$ cat src/rtl/rotate_cmd_fifo.sv
// rotate_cmd_fifo: queues byte-rotate commands, feeds the head entry to an
// external rotate-right shifter, and registers the returned result.
// Left rotates become the equivalent right rotate as they are written, so
// the shifter only ever has to rotate right.
module rotate_cmd_fifo #(
  parameter int DEPTH = 4  // power of two, 2..16
) (
  input  logic       clk,
  input  logic       rst_n,
  input  logic       in_valid,
  output logic       in_ready,
  input  logic [7:0] in_data,
  input  logic [3:0] in_amt,
  input  logic       in_dir,
  output logic [7:0] sh_data,
  output logic [3:0] sh_amt,
  input  logic [7:0] sh_result,
  output logic       out_valid,
  input  logic       out_ready,
  output logic [7:0] out_data,
  output logic [4:0] count
);

  localparam int AW = (DEPTH > 1) ? $clog2(DEPTH) : 1;

  logic [7:0]    mem_data_q [DEPTH];
  logic [2:0]    mem_amt_q  [DEPTH];
  logic [AW-1:0] wr_ptr_q, wr_ptr_d;
  logic [AW-1:0] rd_ptr_q, rd_ptr_d;
  logic [4:0]    count_q, count_d;
  logic          out_valid_q, out_valid_d;
  logic [7:0]    out_data_q, out_data_d;

  logic          push, pop;
  logic [2:0]    norm_amt;

  // Handshake decode: a full queue refuses input even if it pops this edge.
  always_comb begin
    in_ready = (count_q < 5'(DEPTH));
    push     = in_valid && in_ready;
    pop      = (count_q != 5'd0) && (!out_valid_q || out_ready);
  end

  // Normalise to a 3-bit right-rotate amount; amounts of 8 or more store 0.
  // A left rotate by a is a right rotate by (-a) mod 8, which maps 0 to 0.
  always_comb begin
    norm_amt = 3'd0;
    if (!in_amt[3]) begin
      norm_amt = in_dir ? (3'd0 - in_amt[2:0]) : in_amt[2:0];
    end
  end

  // Head entry goes to the shifter; drive zeros when the queue is empty.
  always_comb begin
    sh_data = 8'd0;
    sh_amt  = 4'd0;
    if (count_q != 5'd0) begin
      sh_data = mem_data_q[rd_ptr_q];
      sh_amt  = {1'b0, mem_amt_q[rd_ptr_q]};
    end
  end

  // Next-state for pointers, occupancy and the output register.
  always_comb begin
    wr_ptr_d    = wr_ptr_q;
    rd_ptr_d    = rd_ptr_q;
    count_d     = count_q;
    out_valid_d = out_valid_q;
    out_data_d  = out_data_q;
    if (push) wr_ptr_d = AW'(wr_ptr_q + 1'b1);
    if (pop) begin
      rd_ptr_d    = AW'(rd_ptr_q + 1'b1);
      out_valid_d = 1'b1;
      out_data_d  = sh_result;
    end else if (out_ready) begin
      out_valid_d = 1'b0;
    end
    case ({push, pop})
      2'b10:   count_d = count_q + 5'd1;
      2'b01:   count_d = count_q - 5'd1;
      default: count_d = count_q;
    endcase
  end

  // Control state, cleared asynchronously so reset drops everything queued.
  always_ff @(posedge clk or negedge rst_n) begin
    if (!rst_n) begin
      wr_ptr_q    <= '0;
      rd_ptr_q    <= '0;
      count_q     <= 5'd0;
      out_valid_q <= 1'b0;
      out_data_q  <= 8'd0;
    end else begin
      wr_ptr_q    <= wr_ptr_d;
      rd_ptr_q    <= rd_ptr_d;
      count_q     <= count_d;
      out_valid_q <= out_valid_d;
      out_data_q  <= out_data_d;
    end
  end

  // Entry storage; contents are only visible through count, so no reset.
  always_ff @(posedge clk) begin
    if (push) begin
      mem_data_q[wr_ptr_q] <= in_data;
      mem_amt_q[wr_ptr_q]  <= norm_amt;
    end
  end

  assign out_valid = out_valid_q;
  assign out_data  = out_data_q;
  assign count     = count_q;

endmodule

$ cat config.mk
export PLATFORM = sky130hd
export DESIGN_NAME = rotate_cmd_fifo
export DESIGN_NICKNAME = d
export VERILOG_FILES = /design/src/rtl/rotate_cmd_fifo.sv
export SDC_FILE = /design/constraint.sdc
export NUM_CORES = 1
export LEC_CHECK = 0
export BUFFER_PORTS_ARGS = -buffer_cell sky130_fd_sc_hd__buf_2
export CAP_MARGIN = 25
export CORE_AREA = 3 3 76 132
export CTS_CLUSTER_SIZE = 25
export DETAILED_ROUTE_END_ITERATION = 6
export DIE_AREA = 0 0 79 135
export GPL_TIMING_DRIVEN = 0
export PLACE_DENSITY = 0.55
export REMOVE_ABC_BUFFERS = 1
export SLEW_MARGIN = 20
export SYNTH_ARGS = -nofsm -noshare
export SYNTH_HDL_FRONTEND = slang
export SYNTH_SLANG_ARGS = --single-unit
$ cat constraint.sdc
create_clock -name clk -period 2.9 [get_ports clk]
set_input_delay 0.145 -clock clk [delete_from_list [all_inputs] [get_ports clk]]
set_output_delay 0.145 -clock clk [all_outputs]
set_load 0.01 [all_outputs]
# Word level (Yosys, flattened, before mapping)
# Memories as Yosys holds them, arrays and structs flattened.
# Index checks and enable logic that the tools add are counted.
dict set report op_classes {
  n_mux 9
  n_addsub 5
  n_reduce_logical 7
  order_cmp 1
  n_eq_ne 2
}
# cell n
set op_table {}
lappend op_table {{case mux 5 bit (2 select lines)} 1}
lappend op_table {{2-to-1 mux 3 bit} 3}
lappend op_table {{2-to-1 mux 8 bit} 1}
lappend op_table {{adder 5 x 1 -> 5 bit, second input constant} 1}
lappend op_table {{less-than comparator 5 x 3 -> 1 bit, second input constant} 1}
lappend op_table {{nonzero test 5 bit} 1}
lappend op_table {{subtractor 5 x 1 -> 5 bit, second input constant} 1}
lappend op_table {{adder 2 x 1 -> 2 bit, second input constant} 2}
lappend op_table {{2-to-1 mux 1 bit} 4}
lappend op_table {{nonzero test 2 bit} 2}
lappend op_table {{subtractor 1 x 3 -> 3 bit, first input constant} 1}
lappend op_table {{equality test 2 x 1 -> 1 bit, second input constant} 1}
lappend op_table {{equality test 2 bit, second input constant} 1}
lappend op_table {{logical AND 1 bit} 2}
lappend op_table {{logical NOT 1 bit} 1}
lappend op_table {{logical OR 1 bit} 1}
dict set report word_totals {
  memories 2
  ram_bits 44
  output_inout_bits 27
  word_cells 31
  in_bits 25
  ff_bits 18
}
# name depth word_bits read_ports rd_ports_with_merged_regs wr line
set memory_table {}
lappend memory_table {mem_data_q 4 8 1 0 1 26} ;# logic [7:0] mem_data_q [DEPTH];
lappend memory_table {mem_amt_q 4 3 1 0 1 27} ;# logic [2:0] mem_amt_q [DEPTH];

# Depth between registers and ports, before layout
dict set report logic_depth {
  word_depth 5
  ltp_mapped 12
  depth_no_buf 10
}

# Worst setup path before layout
# Ideal clock, no wire load.
dict set report synth_timing {
  path_kind {register to register}
  start {register count_q[3] (netlist: count[3])}
  end {register count_q[4] (netlist: count[4])}
  n_path_buf 2
  required_time_ns 2.821
  setup_time_ns 0.079
  arrival_ns 2.419
  synth_period_minus_slack_ns 2.498
  slack_ns 0.402
  path_stages_with_launch 12
  cell_sequence {dfrtp_1 > nor3_4 > a21oi_2 > buf_6 > ha_1 > clkbuf_1 > xor2_1 > ha_1 > nor2b_1 > a31oi_1 > o32ai_1 > xor2_1}
}
dict set report synth_between {
  elab_chain_cells 4
  word_cells_on_any_way 10
  cone_classes {2 x add/sub; 1 x order compare; 2 x eq/ne; 1 x mux; 4 x reduce/logical}
}
# item line
set synth_lines {}
lappend synth_lines {{from (decl)} 30} ;# logic [4:0] count_q, count_d;
lappend synth_lines {{from (signal assigned)} 96} ;# count_q <= count_d;
lappend synth_lines {{less-than comparator 5 x 3 -> 1 bit *} 39} ;# in_ready = (count_q < 5'(DEPTH));
lappend synth_lines {{via in_ready} 11} ;# output logic in_ready,
lappend synth_lines {{logical AND 1 bit *} 40} ;# push = in_valid && in_ready;
lappend synth_lines {{equality test 2 x 1 -> 1 bit / equality test 2 bit (equally long branches)} 78} ;# case ({push, pop})
lappend synth_lines {{case mux 5 bit (2 select lines) / nonzero test 2 bit (equally long branches)} -}
# Mark *: on every way through the listed nets, which the timed path passes. The rest lies on a longest branch.
# A chain may end at the register's enable or synchronous reset.

# Worst setup path after layout
dict set report layout_timing {
  start {register count_q[2] (netlist: count[2])}
  end {register count_q[4] (netlist: count[4])}
}
dict set report layout_between {
  elab_chain_cells 4
  word_cells_on_any_way 10
  cone_classes {2 x add/sub; 1 x order compare; 2 x eq/ne; 1 x mux; 4 x reduce/logical}
}
# item line
set layout_lines {}
lappend layout_lines {{less-than comparator 5 x 3 -> 1 bit / nonzero test 5 bit (equally long branches)} {39, 41}}
lappend layout_lines {{logical AND 1 bit (on tied branches)} {40, 41}}
lappend layout_lines {{equality test 2 x 1 -> 1 bit / equality test 2 bit (equally long branches)} 78}
lappend layout_lines {{case mux 5 bit (2 select lines) / nonzero test 2 bit (equally long branches)} -}
# Parallel ways exist; a longest one is shown, timed or not.

==> results.yml <==
run_status:
  status: "complete, no violations"
logic_synthesis:
  ys_seq_elements: 62
  mappedNetlistArea_sq_mm: 0.00270
  synthMostInstantiatedCell: "sky130_fd_sc_hd__edfxtp_1"
  yosys.area.top_type_share_pct: 49.0
  post_synth_inst_count: 159
  synth_enable_flop_cells: 44
  synth_seq_area_share_pct: 65.7
  yosysWarningCount: 0
  yosysTopAreaCell: "sky130_fd_sc_hd__edfxtp_1"
  ys_dominant_reg_cell: "sky130_fd_sc_hd__edfxtp_1"
  synth_area_leaders: "sky130_fd_sc_hd__edfxtp_1 (49%), sky130_fd_sc_hd__dfrtp_1 (17%), sky130_fd_sc_hd__mux4_2 (9.2%)"
  yosysUniqueCellTypes: 33
  synth.cells.most_frequent: "sky130_fd_sc_hd__edfxtp_1 (44), sky130_fd_sc_hd__dfrtp_1 (18), sky130_fd_sc_hd__nor2b_1 (15), sky130_fd_sc_hd__mux4_2 (11), sky130_fd_sc_hd__ha_1 (8)"
  synth_async_sr_flop_share_pct: 29.0
  syn_area_per_cell_sq_um: 17.0
route:
  drt-total-wl_mm: 4.68
  antenna_violating_nets_post_route: 0
  route.detailed.wl_per_inst_um: 13.7
  vias_per_cell: 4.31
  vias: 1469
  dr.pass1.iters: 4
  drt_iter0_markers: 76
  drt_drc_violations_left: 0
place:
  placement.io_buffers: 50
  placed_area_sq_mm: 0.00305
  detailedPlacementHpwl_mm: 3.24
  place.gp.congestion: 0.697
pwr:
  irDropWorstVdd_mv: 0.468
  leakagePower_nw: 1.35
  power-per-cell-area_mw_per_mm2: 962
sta:
  highest_achievable_clock_rate_ghz: 0.373
  grt_setup_unrepaired: "no"
  timing.final.hold_violations: 0
  final.setup_skew_ns: 0.00519
  fin_crit_sh_pct: 92.4
  relSlewSlack_pct: 43.3
  tightestPinTransition_ns: 0.850
  report.final.setup_viol: 0
  slew_viol_final: 0
  fin_crit_ns: 2.68
final_layout:
  post-route-cell-area_sq_mm: 0.00341
  num-nets-final: 249
  layout.area.seq_sq_mm: 0.00177
  layout_cell_share_with_drive_strength_beyond_1_pct: 43.0
  multi_input_area_sq_um: 863
  antennaDiodeCount: 0
  filler_cell_count: 918
  syn2layout_area_growth_pct: 26.4
  post-route-util_pct: 37.5
cts:
  cts_tree: "yes"
  clock_sink_count: 62
  insertion_delay_ns: 0.32
  clock_input_transition_at_the_sequential_cells_of_the_worst_setup_and_hold_paths_ns: 0.05
  clockBufferDepth: 2
  numCtsBuffers: 9
  htreeDepth: 3
  clockRootBuffer: "sky130_fd_sc_hd__clkbuf_16"
floorplan:
  initial_core_util_pct: 29.6
  fp.dieH_um: 135
  die-area_sq_mm: 0.0107
  floorplan.core_area_sq_mm: 0.00909
  ioPinCount: 52
  die_width_um: 79
  num_rows: 46
grt:
  grtUsageTotal_pct: 9.51
  first_global_vias: 1521
  antenna_found_initial: 0
  global_route_wire_length_before_repair_mm: 7.36
  grt_start_max_net_pins: 19
  grt-ovfl-total: 0
setup_path:
  crit_chain: "nor3_4, and2_2, inv_1, ha_1, xor2_1, ha_1, nor2b_1, a31oi_1, o32ai_1, xor2_1"
  crit_family: "simple AND/OR/NAND/NOR gates"
  path_buf_inv: 1
  worst-endpoint-required_ns: 3.14
  critical-path-max-stage-delay_ns: 0.47
  timing.critical_path.to_type: "flip-flop"
  startpoint_type: "flip-flop"
  critPathSlowestCell: "sky130_fd_sc_hd__dfrtp_1"
  cp_data_arrival_time_ns: 2.92
  critical_path.max_fanout: 8
  worstSetupPathType: "flip-flop to flip-flop"
worst_hold_path:
  timing.hold.worst.class: "input pin to flip-flop"
job:
  max_cap_violations: 0
## flip-flops by register name (all words and copies together), names as in the netlist
signal	count
count	5
mem_amt_q	12
mem_data_q	32
out_data	8
out_valid	1
rd_ptr_q	2
wr_ptr_q	2
## where the power goes
part / total, mW / internal (mW) / switching [mW]
clock network: 1.13 / 0.794 / 0.336
logic: 0.870 / 0.484 / 0.386
registers: 1.28 / 1.08 / 0.193
total: 3.28 / 2.36 / 0.916
## per-stage QoR
stage,worst slack [ns],total power [mW],hold slack (ns),setup TNS (ns),instances
2_1_floorplan,0.280,1.86,-0.151,0,152
3_3_place_gp,-0.00458,2.16,0.106,-0.00458,322
3_5_place_dp,-0.0612,2.17,0.104,-0.0612,322
4_1_cts,0.186,3.33,0.0291,0,339
5_1_grt,0.0128,3.47,0.0411,0,341
6_report,0.221,3.28,0.0395,0,341
## per-layer routing
metal / track usage [%] / vias up / routed length [um]
li1: - / 699 / -
met1: 10.0 / 715 / 1770
met2: 16.4 / 47 / 2530
met3: 2.80 / 8 / 279
met4: 5.74 / 0 / 106
met5: 0 / - / 0
## cells in the final DEF (no fill, tap or decap), types with 3 or more instances in the layout
| cell type | n |
|---|---|
| sky130_fd_sc_hd__and3_2 | 4 |
| sky130_fd_sc_hd__buf_2 | 50 |
| sky130_fd_sc_hd__clkbuf_16 | 9 |
| sky130_fd_sc_hd__dfrtp_1 | 18 |
| sky130_fd_sc_hd__edfxtp_1 | 44 |
| sky130_fd_sc_hd__ha_1 | 8 |
| sky130_fd_sc_hd__inv_1 | 5 |
| sky130_fd_sc_hd__mux2_4 | 7 |
| sky130_fd_sc_hd__mux4_2 | 11 |
| sky130_fd_sc_hd__nand2_1 | 3 |
| sky130_fd_sc_hd__nor2_1 | 6 |
| sky130_fd_sc_hd__nor2b_1 | 15 |
| sky130_fd_sc_hd__xnor2_1 | 4 |
| sky130_fd_sc_hd__xor2_1 | 6 |
## worst register-to-register path: cells and delay by family, from the launching register on
family | cells | cell delay (ns)
xor gates and xnor gates | 2 | 0.36
and+or+nand+nor | 3 | 0.84
AOI/OAI and AO/OA | 2 | 0.38
DFF | 1 | 0.47
buffers and inverters | 1 | 0.07
adders and majority gates | 2 | 0.48
## worst paths after layout
check	startpoint	end	slack, ns	cells after the start
max	count[2]$_DFFE_PN0P_	count[4]$_DFFE_PN0P_	0.22	10
min	in_data[0]	mem_data_q[1][0]$_DFFE_PP_	0.04	1
max reg2reg	count[2]$_DFFE_PN0P_	count[4]$_DFFE_PN0P_	0.22	10
min reg2reg	out_data[0]$_DFFE_PN0P_	out_data[0]$_DFFE_PN0P_	0.51	1
max in group asynchronous	rst_n	wr_ptr_q[0]$_DFFE_PN0P_	2.32	2
min in group asynchronous	rst_n	count[3]$_DFFE_PN0P_	0.29	2
## cell families (layout without fill, tap and decap cells)
family,after synthesis,in the layout,synth area share (%)
AO/OA/AOI/OAI,9,9,2.23
XOR/XNOR,10,10,3.25
adder cells (fa/ha/maj),8,8,3.71
buffers and inverters,12,74,2.51
flip-flops,62,62,65.7
multiplexers,21,21,14.3
other,1,1,0.139
AND/OR/NAND/NOR,36,36,8.12
## layout make-up
cell class / instances / share of cell area [%]
Timing Repair Buffer: 53 / 8.08
Inverter: 5 / 0.551
Sequential cell: 62 / 52.0
Clock inverter: 4 / 2.06
Tap cell: 120 / 4.41
Multi-Input combinational cell: 85 / 25.3
Clock buffer: 12 / 7.53
## what timing repair did
| action | CTS | global route |
|---|---|---|
| setup endpoints to repair | 1 | 1 |
| resized for setup | 1 | 0 |
| buffers inserted | 0 | 2 |
| pin swaps | 0 | 1 |
| hold endpoints to repair | 18 | 0 |
| hold buffers | 1 | 0 |
Power figures use the tool's default switching activity.
